## config.mk

```make
export PLATFORM = sky130hd
export DESIGN_NAME = cache_fill_ctrl_flat
export DESIGN_NICKNAME = d
export VERILOG_FILES = /design/src/rtl/cache_fill_ctrl_pkg.sv /design/src/rtl/cache_fill_ctrl_if.sv /design/src/rtl/cache_fill_ctrl_victim_sel.sv /design/src/rtl/cache_fill_ctrl.sv /design/src/flat_wrapper.sv
export SDC_FILE = /design/constraint.sdc
export NUM_CORES = 1
export LEC_CHECK = 0
export BUFFER_PORTS_ARGS = -buffer_cell sky130_fd_sc_hd__buf_4
export CORE_AREA = 2 2 428 430
export CTS_BUF_LIST = sky130_fd_sc_hd__clkbuf_4 sky130_fd_sc_hd__clkbuf_8
export CTS_CLUSTER_SIZE = 40
export DETAILED_ROUTE_END_ITERATION = 6
export DIE_AREA = 0 0 430 432
export PLACE_DENSITY_LB_ADDON = 0.12
export SETUP_SLACK_MARGIN = 0.5
export SKIP_LAST_GASP = 1
export SLEW_MARGIN = 20
export SYNTH_ARGS = -nofsm -noshare
export SYNTH_HDL_FRONTEND = slang
export SYNTH_HIERARCHICAL = 1
export SYNTH_SLANG_ARGS = --single-unit
```

## constraint.sdc

```tcl
create_clock -name clk -period 3.15 [get_ports clk]
set_input_delay 0.1575 -clock clk [delete_from_list [all_inputs] [get_ports clk]]
set_output_delay 0.1575 -clock clk [all_outputs]
set_load 0.02 [all_outputs]
```

## src/rtl/cache_fill_ctrl_pkg.sv

```systemverilog
// Shared cache constants, controller state encoding and address field helpers.
// Helpers work on a zero-extended 64-bit address so any configured width can use them.
package cache_fill_ctrl_pkg;

  localparam int DEF_NUM_WAYS     = 4;
  localparam int DEF_CACHE_DEPTH  = 128;
  localparam int DEF_OFFSET_WIDTH = 4;
  localparam int DEF_ADDR_WIDTH   = 32;
  localparam int DEF_LINE_WIDTH   = 128;
  localparam int MAX_ADDR_W       = 64;

  localparam logic [2:0] ST_IDLE   = 3'd0;
  localparam logic [2:0] ST_LOOKUP = 3'd1;
  localparam logic [2:0] ST_MREQ   = 3'd2;
  localparam logic [2:0] ST_MWAIT  = 3'd3;
  localparam logic [2:0] ST_FILL   = 3'd4;
  localparam logic [2:0] ST_RESP   = 3'd5;

  typedef enum logic [2:0] {
    S_IDLE   = ST_IDLE,
    S_LOOKUP = ST_LOOKUP,
    S_MREQ   = ST_MREQ,
    S_MWAIT  = ST_MWAIT,
    S_FILL   = ST_FILL,
    S_RESP   = ST_RESP
  } state_e;

  typedef logic [MAX_ADDR_W-1:0] addr_ext_t;

  function automatic addr_ext_t field_mask(input int width);
    return {MAX_ADDR_W{1'b1}} >> (MAX_ADDR_W - width);
  endfunction

  function automatic addr_ext_t addr_offset(input addr_ext_t addr, input int off_w);
    return addr & field_mask(off_w);
  endfunction

  function automatic addr_ext_t addr_index(input addr_ext_t addr, input int off_w, input int idx_w);
    return (addr >> off_w) & field_mask(idx_w);
  endfunction

  function automatic addr_ext_t addr_tag(input addr_ext_t addr, input int off_w, input int idx_w);
    return addr >> (off_w + idx_w);
  endfunction

  function automatic addr_ext_t addr_line_base(input addr_ext_t addr, input int off_w);
    return addr & ~field_mask(off_w);
  endfunction

endpackage

```

## src/rtl/cache_fill_ctrl_if.sv

```systemverilog
// Request/response port and next-level memory port of the cache fill controller.
interface cache_fill_ctrl_if
  import cache_fill_ctrl_pkg::*;
#(
  parameter int ADDR_WIDTH = DEF_ADDR_WIDTH,
  parameter int LINE_WIDTH = DEF_LINE_WIDTH
) ();

  logic                  i_req_vld;
  logic                  o_req_rdy;
  logic [ADDR_WIDTH-1:0] i_req_addr;
  logic                  o_rsp_vld;
  logic                  i_rsp_rdy;
  logic [LINE_WIDTH-1:0] o_rsp_data;
  logic                  o_rsp_hit;
  logic                  o_mem_req_vld;
  logic                  i_mem_req_rdy;
  logic [ADDR_WIDTH-1:0] o_mem_req_addr;
  logic                  i_mem_rsp_vld;
  logic [LINE_WIDTH-1:0] i_mem_rsp_data;

  // Controller side
  modport slave (
    input  i_req_vld, i_req_addr, i_rsp_rdy, i_mem_req_rdy, i_mem_rsp_vld, i_mem_rsp_data,
    output o_req_rdy, o_rsp_vld, o_rsp_data, o_rsp_hit, o_mem_req_vld, o_mem_req_addr
  );

  // Requester plus next-level memory side
  modport master (
    output i_req_vld, i_req_addr, i_rsp_rdy, i_mem_req_rdy, i_mem_rsp_vld, i_mem_rsp_data,
    input  o_req_rdy, o_rsp_vld, o_rsp_data, o_rsp_hit, o_mem_req_vld, o_mem_req_addr
  );

endinterface

```

## src/rtl/cache_fill_ctrl_victim_sel.sv

```systemverilog
// Victim way choice: lowest-numbered invalid way, otherwise the round-robin pointer.
module cache_victim_sel
  import cache_fill_ctrl_pkg::*;
#(
  parameter int NUM_WAYS = DEF_NUM_WAYS,
  parameter int WAY_W    = $clog2(NUM_WAYS)
) (
  input  logic [NUM_WAYS-1:0] i_valid,
  input  logic [WAY_W-1:0]    i_rr,
  output logic [WAY_W-1:0]    o_victim,
  output logic                o_all_valid
);

  logic [NUM_WAYS:0]   w_seen_free;
  logic [NUM_WAYS-1:0] w_first_free;
  logic [WAY_W-1:0]    w_free_idx;

  assign w_seen_free[0] = 1'b0;

  // w_seen_free[k] flags an invalid way somewhere below way k
  for (genvar gi = 0; gi < NUM_WAYS; gi++) begin : g_prio
    assign w_first_free[gi]  = !i_valid[gi] && !w_seen_free[gi];
    assign w_seen_free[gi+1] = w_seen_free[gi] || !i_valid[gi];
  end

  always_comb begin
    w_free_idx = '0;
    for (int k = 0; k < NUM_WAYS; k++) begin
      if (w_first_free[k]) begin
        w_free_idx = WAY_W'(k);
      end
    end
  end

  assign o_all_valid = !w_seen_free[NUM_WAYS];
  assign o_victim    = o_all_valid ? i_rr : w_free_idx;

endmodule

```

## src/rtl/cache_fill_ctrl.sv

```systemverilog
// Set-associative cache lookup/refill controller: one request at a time, hit returns the
// stored line, miss fetches from the next level, writes a victim way, then returns the line.
module cache_fill_ctrl
  import cache_fill_ctrl_pkg::*;
#(
  parameter int NUM_WAYS     = DEF_NUM_WAYS,
  parameter int CACHE_DEPTH  = DEF_CACHE_DEPTH,
  parameter int INDEX_WIDTH  = $clog2(CACHE_DEPTH),
  parameter int OFFSET_WIDTH = DEF_OFFSET_WIDTH,
  parameter int ADDR_WIDTH   = DEF_ADDR_WIDTH,
  parameter int TAG_WIDTH    = ADDR_WIDTH - INDEX_WIDTH - OFFSET_WIDTH,
  parameter int LINE_WIDTH   = DEF_LINE_WIDTH,
  parameter int ENTRY_WIDTH  = 1 + TAG_WIDTH + LINE_WIDTH
) (
  input  logic                            clk,
  input  logic                            rst_n,
  cache_fill_ctrl_if.slave                bus,
  output logic [INDEX_WIDTH-1:0]          o_cw_ridx,
  input  logic [NUM_WAYS*ENTRY_WIDTH-1:0] i_cw_rdata,
  output logic [NUM_WAYS-1:0]             o_cw_wren,
  output logic [INDEX_WIDTH-1:0]          o_cw_widx,
  output logic [TAG_WIDTH+LINE_WIDTH-1:0] o_cw_wdata
);

  localparam int WAY_W = $clog2(NUM_WAYS);

  state_e                r_state, w_state_next;
  logic [ADDR_WIDTH-1:0] r_addr, w_addr_next;
  logic [LINE_WIDTH-1:0] r_rsp_data, w_rsp_data_next;
  logic                  r_hit, w_hit_next;
  logic [WAY_W-1:0]      r_victim, w_victim_next;
  logic                  r_all_valid, w_all_valid_next;
  logic [WAY_W-1:0]      r_rr, w_rr_next;

  logic [INDEX_WIDTH-1:0] w_index;
  logic [TAG_WIDTH-1:0]   w_tag;
  logic [ADDR_WIDTH-1:0]  w_line_addr;
  logic [NUM_WAYS-1:0]    w_valid;
  logic [NUM_WAYS-1:0]    w_hit;
  logic [TAG_WIDTH-1:0]   w_way_tag  [NUM_WAYS];
  logic [LINE_WIDTH-1:0]  w_way_line [NUM_WAYS];
  logic [LINE_WIDTH-1:0]  w_hit_line;
  logic                   w_any_hit;
  logic [WAY_W-1:0]       w_victim;
  logic                   w_all_valid;

  logic                  w_req_rdy;
  logic                  w_rsp_vld;
  logic                  w_mem_req_vld;
  logic [ADDR_WIDTH-1:0] w_mem_req_addr;

  // All way-facing fields come from the latched address, never the live request.
  assign w_index     = INDEX_WIDTH'(addr_index(MAX_ADDR_W'(r_addr), OFFSET_WIDTH, INDEX_WIDTH));
  assign w_tag       = TAG_WIDTH'(addr_tag(MAX_ADDR_W'(r_addr), OFFSET_WIDTH, INDEX_WIDTH));
  assign w_line_addr = ADDR_WIDTH'(addr_line_base(MAX_ADDR_W'(r_addr), OFFSET_WIDTH));

  for (genvar gi = 0; gi < NUM_WAYS; gi++) begin : g_way
    assign w_valid[gi]    = i_cw_rdata[gi*ENTRY_WIDTH + ENTRY_WIDTH - 1];
    assign w_way_tag[gi]  = i_cw_rdata[gi*ENTRY_WIDTH + LINE_WIDTH +: TAG_WIDTH];
    assign w_way_line[gi] = i_cw_rdata[gi*ENTRY_WIDTH +: LINE_WIDTH];
    assign w_hit[gi]      = w_valid[gi] && (w_way_tag[gi] == w_tag);
  end

  // Multiple hits should not happen; if they do, the lowest way wins silently.
  always_comb begin
    w_hit_line = '0;
    for (int k = NUM_WAYS - 1; k >= 0; k--) begin
      if (w_hit[k]) begin
        w_hit_line = w_way_line[k];
      end
    end
  end

  assign w_any_hit = |w_hit;

  cache_victim_sel #(
    .NUM_WAYS (NUM_WAYS),
    .WAY_W    (WAY_W)
  ) u_victim_sel (
    .i_valid     (w_valid),
    .i_rr        (r_rr),
    .o_victim    (w_victim),
    .o_all_valid (w_all_valid)
  );

  always_ff @(posedge clk) begin
    if (!rst_n) begin
      r_state     <= S_IDLE;
      r_addr      <= '0;
      r_rsp_data  <= '0;
      r_hit       <= 1'b0;
      r_victim    <= '0;
      r_all_valid <= 1'b0;
      r_rr        <= '0;
    end else begin
      r_state     <= w_state_next;
      r_addr      <= w_addr_next;
      r_rsp_data  <= w_rsp_data_next;
      r_hit       <= w_hit_next;
      r_victim    <= w_victim_next;
      r_all_valid <= w_all_valid_next;
      r_rr        <= w_rr_next;
    end
  end

  always_comb begin
    w_state_next     = r_state;
    w_addr_next      = r_addr;
    w_rsp_data_next  = r_rsp_data;
    w_hit_next       = r_hit;
    w_victim_next    = r_victim;
    w_all_valid_next = r_all_valid;
    w_rr_next        = r_rr;
    w_req_rdy        = 1'b0;
    w_rsp_vld        = 1'b0;
    w_mem_req_vld    = 1'b0;
    w_mem_req_addr   = '0;
    o_cw_wren        = '0;
    o_cw_widx        = '0;
    o_cw_wdata       = '0;

    case (r_state)
      S_IDLE: begin
        w_req_rdy = 1'b1;
        if (bus.i_req_vld) begin
          w_addr_next  = bus.i_req_addr;
          w_state_next = S_LOOKUP;
        end
      end
      S_LOOKUP: begin
        if (w_any_hit) begin
          w_rsp_data_next = w_hit_line;
          w_hit_next      = 1'b1;
          w_state_next    = S_RESP;
        end else begin
          w_victim_next    = w_victim;
          w_all_valid_next = w_all_valid;
          w_hit_next       = 1'b0;
          w_state_next     = S_MREQ;
        end
      end
      S_MREQ: begin
        w_mem_req_vld  = 1'b1;
        w_mem_req_addr = w_line_addr;
        if (bus.i_mem_req_rdy) begin
          w_state_next = S_MWAIT;
        end
      end
      S_MWAIT: begin
        if (bus.i_mem_rsp_vld) begin
          w_rsp_data_next = bus.i_mem_rsp_data;
          w_state_next    = S_FILL;
        end
      end
      S_FILL: begin
        // A reset landing on the fill cycle must not leave a half-done write behind.
        o_cw_wren  = rst_n ? (NUM_WAYS'(1'b1) << r_victim) : '0;
        o_cw_widx  = w_index;
        o_cw_wdata = {w_tag, r_rsp_data};
        if (r_all_valid) begin
          w_rr_next = r_rr + 1'b1;
        end
        w_hit_next   = 1'b0;
        w_state_next = S_RESP;
      end
      S_RESP: begin
        w_rsp_vld = 1'b1;
        if (bus.i_rsp_rdy) begin
          w_state_next = S_IDLE;
        end
      end
      default: begin
        w_state_next = S_IDLE;
      end
    endcase
  end

  assign o_cw_ridx          = w_index;
  assign bus.o_req_rdy      = w_req_rdy;
  assign bus.o_rsp_vld      = w_rsp_vld;
  assign bus.o_rsp_data     = r_rsp_data;
  assign bus.o_rsp_hit      = r_hit;
  assign bus.o_mem_req_vld  = w_mem_req_vld;
  assign bus.o_mem_req_addr = w_mem_req_addr;

endmodule

```

## src/flat_wrapper.sv

```systemverilog
// flat-port wrapper written by rule: the top's interface ports become plain ports
module cache_fill_ctrl_flat import cache_fill_ctrl_pkg::*;
#(
  parameter int NUM_WAYS     = DEF_NUM_WAYS,
  parameter int CACHE_DEPTH  = DEF_CACHE_DEPTH,
  parameter int INDEX_WIDTH  = $clog2(CACHE_DEPTH),
  parameter int OFFSET_WIDTH = DEF_OFFSET_WIDTH,
  parameter int ADDR_WIDTH   = DEF_ADDR_WIDTH,
  parameter int TAG_WIDTH    = ADDR_WIDTH - INDEX_WIDTH - OFFSET_WIDTH,
  parameter int LINE_WIDTH   = DEF_LINE_WIDTH,
  parameter int ENTRY_WIDTH  = 1 + TAG_WIDTH + LINE_WIDTH
)
  (clk, rst_n, o_cw_ridx, i_cw_rdata, o_cw_wren, o_cw_widx, o_cw_wdata, bus_i_req_vld, bus_i_req_addr, bus_i_rsp_rdy, bus_i_mem_req_rdy, bus_i_mem_rsp_vld, bus_i_mem_rsp_data, bus_o_req_rdy, bus_o_rsp_vld, bus_o_rsp_data, bus_o_rsp_hit, bus_o_mem_req_vld, bus_o_mem_req_addr);
  cache_fill_ctrl_if #(.ADDR_WIDTH(ADDR_WIDTH), .LINE_WIDTH(LINE_WIDTH)) bus_i ();
  input  logic clk;
  input  logic rst_n;
  output logic [INDEX_WIDTH-1:0] o_cw_ridx;
  input  logic [NUM_WAYS*ENTRY_WIDTH-1:0] i_cw_rdata;
  output logic [NUM_WAYS-1:0] o_cw_wren;
  output logic [INDEX_WIDTH-1:0] o_cw_widx;
  output logic [TAG_WIDTH+LINE_WIDTH-1:0] o_cw_wdata;
  input wire logic [$bits(bus_i.i_req_vld)-1:0] bus_i_req_vld;
  input wire logic [$bits(bus_i.i_req_addr)-1:0] bus_i_req_addr;
  input wire logic [$bits(bus_i.i_rsp_rdy)-1:0] bus_i_rsp_rdy;
  input wire logic [$bits(bus_i.i_mem_req_rdy)-1:0] bus_i_mem_req_rdy;
  input wire logic [$bits(bus_i.i_mem_rsp_vld)-1:0] bus_i_mem_rsp_vld;
  input wire logic [$bits(bus_i.i_mem_rsp_data)-1:0] bus_i_mem_rsp_data;
  output wire logic [$bits(bus_i.o_req_rdy)-1:0] bus_o_req_rdy;
  output wire logic [$bits(bus_i.o_rsp_vld)-1:0] bus_o_rsp_vld;
  output wire logic [$bits(bus_i.o_rsp_data)-1:0] bus_o_rsp_data;
  output wire logic [$bits(bus_i.o_rsp_hit)-1:0] bus_o_rsp_hit;
  output wire logic [$bits(bus_i.o_mem_req_vld)-1:0] bus_o_mem_req_vld;
  output wire logic [$bits(bus_i.o_mem_req_addr)-1:0] bus_o_mem_req_addr;
  assign bus_i.i_req_vld = bus_i_req_vld;
  assign bus_i.i_req_addr = bus_i_req_addr;
  assign bus_i.i_rsp_rdy = bus_i_rsp_rdy;
  assign bus_i.i_mem_req_rdy = bus_i_mem_req_rdy;
  assign bus_i.i_mem_rsp_vld = bus_i_mem_rsp_vld;
  assign bus_i.i_mem_rsp_data = bus_i_mem_rsp_data;
  assign bus_o_req_rdy = bus_i.o_req_rdy;
  assign bus_o_rsp_vld = bus_i.o_rsp_vld;
  assign bus_o_rsp_data = bus_i.o_rsp_data;
  assign bus_o_rsp_hit = bus_i.o_rsp_hit;
  assign bus_o_mem_req_vld = bus_i.o_mem_req_vld;
  assign bus_o_mem_req_addr = bus_i.o_mem_req_addr;
  cache_fill_ctrl #(.NUM_WAYS(NUM_WAYS), .CACHE_DEPTH(CACHE_DEPTH), .INDEX_WIDTH(INDEX_WIDTH), .OFFSET_WIDTH(OFFSET_WIDTH), .ADDR_WIDTH(ADDR_WIDTH), .TAG_WIDTH(TAG_WIDTH), .LINE_WIDTH(LINE_WIDTH), .ENTRY_WIDTH(ENTRY_WIDTH)) u_core (.clk(clk), .rst_n(rst_n), .bus(bus_i), .o_cw_ridx(o_cw_ridx), .i_cw_rdata(i_cw_rdata), .o_cw_wren(o_cw_wren), .o_cw_widx(o_cw_widx), .o_cw_wdata(o_cw_wdata));
endmodule
```

After elaboration in Yosys (flattened, before gate mapping):

Index checks and enable logic that the tools add are counted.

* output and inout port bits: 331
* bits of input ports: 766
* bits in registers: 169

* multiplexer cells: 27
* eq/ne operators: 14
* reduce and logical (&&, ||, !) cells: 26
* add/sub/neg operators: 1
* shift-type cells: 1
* bitwise gates (word level): 1

Operators with widths (count)
* two-way mux 128 bit: 6
* case mux 128 bit (2 select lines): 1
* two-way mux 149 bit: 1
* equality test 21 bit: 4
* two-way mux 32 bit: 1
* case mux 3 bit (6 select lines): 1
* two-way mux 3 bit: 5
* two-way mux 4 bit: 2
* inequality test 2 bit, second input constant: 4
* logical AND 1 bit: 7
* logical NOT 1 bit: 7
* two-way mux 7 bit: 1
* equality test 3 x 2 -> 1 bit, second input constant: 2
* equality test 3 bit, second input constant: 2
* two-way mux 2 bit: 3
* AND reduction 2 bit: 3
* two-way mux 1 bit: 5
* AND reduction 4 bit: 1
* nonzero test 2 bit: 2
* OR reduction 4 bit: 1
* left shift 1 x 2 -> 4 bit, first input constant: 1
* equality test 3 x 1 -> 1 bit, second input constant: 1
* logical NOT 3 bit: 1
* logical OR 1 bit: 3
* 5 further kinds: 5

Depth between registers and ports, before layout:

* word-level depth: 8
* gate-level depth with buffers: 11

Modules after synthesis:

The synthesis kept the hierarchy.

By module, submodules not included
* cache_fill_ctrl: cells an instance 1735, instances 1, sequential area each 3303.2 sq um, area each 12766.0 sq um
* cache_victim_sel: cells an instance 7, instances 1, sequential area each 0.0 sq um, area each 40.0 sq um

Worst setup path before layout:

Ideal clock, no wire load.

* kind: reg2reg
* start: register u_core.r_addr[18]
* end: register u_core.r_rsp_data[100] (netlist: u_core/bus.o_rsp_data[100])
* setup slack: 0.870 ns
* period minus slack after synthesis: 2.280 ns
* arrival: 2.162 ns
* required time: 3.033 ns
* stages on the path, launching flop included: 11
* cells stage by stage: dfxtp_1 > buf_6 > xor2_1 > nor4_2 > nand4_1 > a2bb2o_4 > and4b_4 > o21a_1 > buf_2 > buf_2 > a32o_1

* longest elaborated chain between the ends: 8

Ends and longest elaborated chain
* start, declared: RTL line cache_fill_ctrl.sv:28 `logic [ADDR_WIDTH-1:0] r_addr, w_addr_next;`
* start signal, assigned: RTL line cache_fill_ctrl.sv:97 `r_addr <= w_addr_next;`
* equality test 21 bit: RTL line cache_fill_ctrl.sv:61 `assign w_hit[gi] = w_valid[gi] && (w_way_tag[gi] == w_tag);`
* logical AND 1 bit: RTL line cache_fill_ctrl.sv:61
* two-way mux 128 bit (4 in a row): RTL line cache_fill_ctrl.sv:68 `if (w_hit[k]) begin`
* two-way mux 128 bit: RTL line cache_fill_ctrl.sv:131 `if (w_any_hit) begin`
* case mux 128 bit (2 select lines): RTL line cache_fill_ctrl.sv:122 `case (r_state)`
* end signal, assigned: RTL line cache_fill_ctrl.sv:98 `r_rsp_data <= w_rsp_data_next;`
* end, declared: RTL line cache_fill_ctrl.sv:29 `logic [LINE_WIDTH-1:0] r_rsp_data, w_rsp_data_next;`

Several ways; a longest one is shown, not always the timed one. The select of a mux whose other input is x is not followed.
A chain may end at the register's enable or synchronous reset.

Final worst setup path:

* start: register u_core.r_addr[27]
* end: register u_core.r_rsp_data[27] (netlist: u_core/bus.o_rsp_data[27])

The elaborated chain is that of the path after synthesis.

==> metrics.cfg <==
[floorplanning]
die_x_um = 430
die_area_um2 = 185800
die_y_um = 432
initial_utilization_pct = 7.048
ios = 1097
coreArea_um2 = 181700
rows = 157

[global_routing]
antenna_found_initial = 42
grt_pass1_vias = 21990
groute.usage.overall_pct = 15.68
grt_pass1_wl_mm = 196.7
globalRouteOverflowTotal = 0
grt_max_degree = 83

[drt]
avgRoutedWirePerCell_um = 25.89
viasPerCell = 3.580
top_layer = met5
wl_mm = 151.8
drc = 0
drtIter0Drc = 1278
route.met2.wl_mm = 75.58
met3_length_mm = 9.801
first_pass_iters = 5
vias = 21000
ant_nets = 0
wl_met1_mm = 61.96

[sta]
maxClockFrequency_ghz = 0.3471
drv_slew = 0
period_share_pct = 91.47
worstMarginPinSlew_ns = 0.8279
finalSetupViolations = 0
rsz0062_at_grt = true
max_slew_margin_pct = 44.81
finalWorstSetupSlack_ns = 0.2686
finalCriticalPeriod_ns = 2.881
hold_viol = 0
whs_ns = 0.09860
finClkSkew_ns = 0.02752

[cts]
cts_tree = yes
cts-root-buf = clkbuf_8
clk_pin_slew_ns = 0.13
insertion_delay_ns = 0.64
cts.sinks = 165
cts_made_buffers = 17
htreeDepth = 4
clock_path_buffers = 2

[hold_path]
min_path_cells = 4
hold_start = i_cw_rdata[322]
hold_class = primary input to register
min_to = u_core/bus.o_rsp_data[22]$_SDFFE_PN0P_

[placement]
dp_slack_ns = -0.3299
gp_congestion = 0.8579
dp_cells = 5163
dp_hpwl_mm = 119.9
io_buffers = 1088

[critical_path]
worstReg2RegEnd = u_core/bus.o_rsp_data[27]$_SDFFE_PN0P_
rr_startpoint = u_core/r_addr[27]$_SDFFE_PN0P_
cp_max_fo = 44
path_delay_family = simple AND/OR/NAND/NOR gates
regToRegSetupSlack_ns = 0.27
path_buf_inv = 4
critical_path_class = register to register
cpMostUsedCell = buf_4
crit_slowest_cell = nor4_4
max_stage_delay_ns = 0.44
required_ns = 3.69
worst_setup_path_end_kind = register
arrival_ns = 3.42
start_kind = register
path_cells = xor2_1, nor4_4, buf_4, nand4_1, buf_6, or2_4, buf_12, buf_4, o22ai_1, nor2_1, a32o_1
r2r_cells = 11

[power]
net-switching-power_uw = 3100
seq_power_share_pct = 29.0
peakVddDrop_mv = 0.2372
leakage_uw = 0.01453
power_uw = 7725
swShare_pct = 40.12
power_frac_comb_pct = 46.6
powerDensity_nw_per_um2 = 240.0
pwr-share-clk_pct = 24.4
intPower_uw = 4625

[synthesis]
synth_top_cell_area_share_pct = 25.79
synth.most_common_cell = nor2_1
avgSynthCellArea_um2 = 7.351
yosysUniqueCellTypes = 42
yosysTopAreaCell = dfxtp_1
syn_area_um2 = 12810
yosys-top-cells-count = nor2_1, and3_1, dfxtp_1, nand4_1, clkbuf_1
ys_seq_elements = 165
yosys_warnings = 6
synth_edf_count = 0
synth_seq_area_share_pct = 25.79
synth_cells = 1742
async_flop_share_pct = 0
synth_ff_type = dfxtp_1
synthTopCellsByArea = dfxtp_1, a32o_1, and3_1, nor2_1, o211ai_1

[status]
outcome = finished clean

[layout]
syn_to_final_growth_pct = 151.4
multi_input_area_um2 = 8089
nFillCells = 20710
stdcell_count = 5865
regArea_um2 = 3334
nets = 4209
layout-drive-gt1-share_pct = 40.05

[job]
maxCapViolations = 0

stage by stage:
step,setup TNS [ns],cell area [um^2],utilization [%]
after floorplan,0,12820,-
after global placement,-2.105,24530,13.50
after detailed placement,-4.296,24530,13.50
after CTS,0,31960,17.59
after global routing,0,32170,17.70
final,0,32190,17.72
power by group through the flow:
| stage | logic [uW] | clock network, uW | registers [uW] |
|---|---|---|---|
| floorplan | 1000 | 0 | 2200 |
| global placement | 2730 | 0 | 2280 |
| detailed placement | 2710 | 0 | 2280 |
| CTS | 3610 | 2080 | 2240 |
| global route | 3810 | 2100 | 2250 |
| finish | 3600 | 1890 | 2240 |
tightest hold or removal path, delay by kind of cell:
| family | cells | cell delay, ns |
|---|---|---|
| AO/OA/AOI/OAI | 2 | 0.38 |
| buffers and inverters | 2 | 0.17 |
state kept, by name (all words and copies together), names as in the netlist:
signal	count
u_core/bus.o_rsp_data	128
u_core/r_addr	28
u_core/r_state	3
u_core/r_rr	2
u_core/r_victim	2
u_core/bus.o_rsp_hit	1
u_core/r_all_valid	1
area by class of cell:
class                   instances  area share [%]
repair buffers               1902           52.24
multi-input cells            1224           25.13
flip-flops and latches        165           10.36
well taps                    2385           9.269
inverters                     133           1.566
clock buffers                  17          0.7268
clock inverters                15          0.5247
diodes                         24          0.1866
per-layer routing:
layer	up-vias	track usage, %
li1	9848	-
met1	10240	18.67
met2	753	27.19
met3	134	3.994
met4	24	5.287
met5	-	0
worst max-delay path by stage:
stage / slack, ns / cells past startpoint / from / endpoint
6_report: 0.27 / 11 / u_core/r_addr[27]$_SDFFE_PN0P_ / u_core/bus.o_rsp_data[27]$_SDFFE_PN0P_
5_1_grt: 0.20 / 12 / u_core/r_addr[16]$_SDFFE_PN0P_ / u_core/bus.o_rsp_data[106]$_SDFFE_PN0P_
4_1_cts: 0.26 / 12 / u_core/r_addr[16]$_SDFFE_PN0P_ / u_core/bus.o_rsp_data[69]$_SDFFE_PN0P_
3_5_place_dp: -0.33 / 11 / u_core/r_addr[21]$_SDFFE_PN0P_ / u_core/bus.o_rsp_data[117]$_SDFFE_PN0P_
3_3_place_gp: -0.29 / 11 / u_core/r_addr[21]$_SDFFE_PN0P_ / u_core/bus.o_rsp_data[117]$_SDFFE_PN0P_
2_1_floorplan: 0.87 / 10 / u_core/r_addr[18]$_SDFFE_PN0P_ / u_core/bus.o_rsp_data[100]$_SDFFE_PN0P_
placed cells by master (no fill, tap or decap), types with 6 or more instances in the layout:
cell type / netlist / routed
nor2_1: 265 / 257
buf_4: 13 / 1216
nand4_1: 143 / 143
clkbuf_8: 0 / 17
nor2b_1: 6 / 6
xnor2_1: 54 / 49
xor2_1: 32 / 29
and3_1: 188 / 186
buf_6: 13 / 10
buf_12: 11 / 43
bufbuf_16: 0 / 7
a32o_1: 128 / 128
o211ai_1: 128 / 128
o22ai_2: 0 / 11
inv_1: 133 / 132
dfxtp_4: 0 / 6
a21boi_0: 31 / 31
o22ai_1: 126 / 114
nand2_1: 67 / 66
dfxtp_2: 0 / 7
buf_16: 0 / 11
dfxtp_1: 165 / 152
dlygate4sd3_1: 0 / 611
diode_2: 0 / 24
cells by family after synthesis:
logic type      count (synthesis)  share of synthesized area, %
other cells                     1                       0.02928
compound gates                429                         26.47
xor+xnor                       86                         5.882
simple gates                  702                         28.27
buf+inv                       356                         13.33
flops                         165                         25.79
mux                             3                        0.2345
timing repair:
| action | CTS | global route |
|---|---|---|
| setup buffers | 18 | 4 |
| setup endpoints to repair | 184 | 133 |
| hold buffers | 609 | 2 |
| resized for setup | 68 | 22 |
| cloned | 12 | 1 |
| hold endpoints to repair | 165 | 1 |
| pin swaps | 9 | 7 |
(Power assumes the default switching activity.)
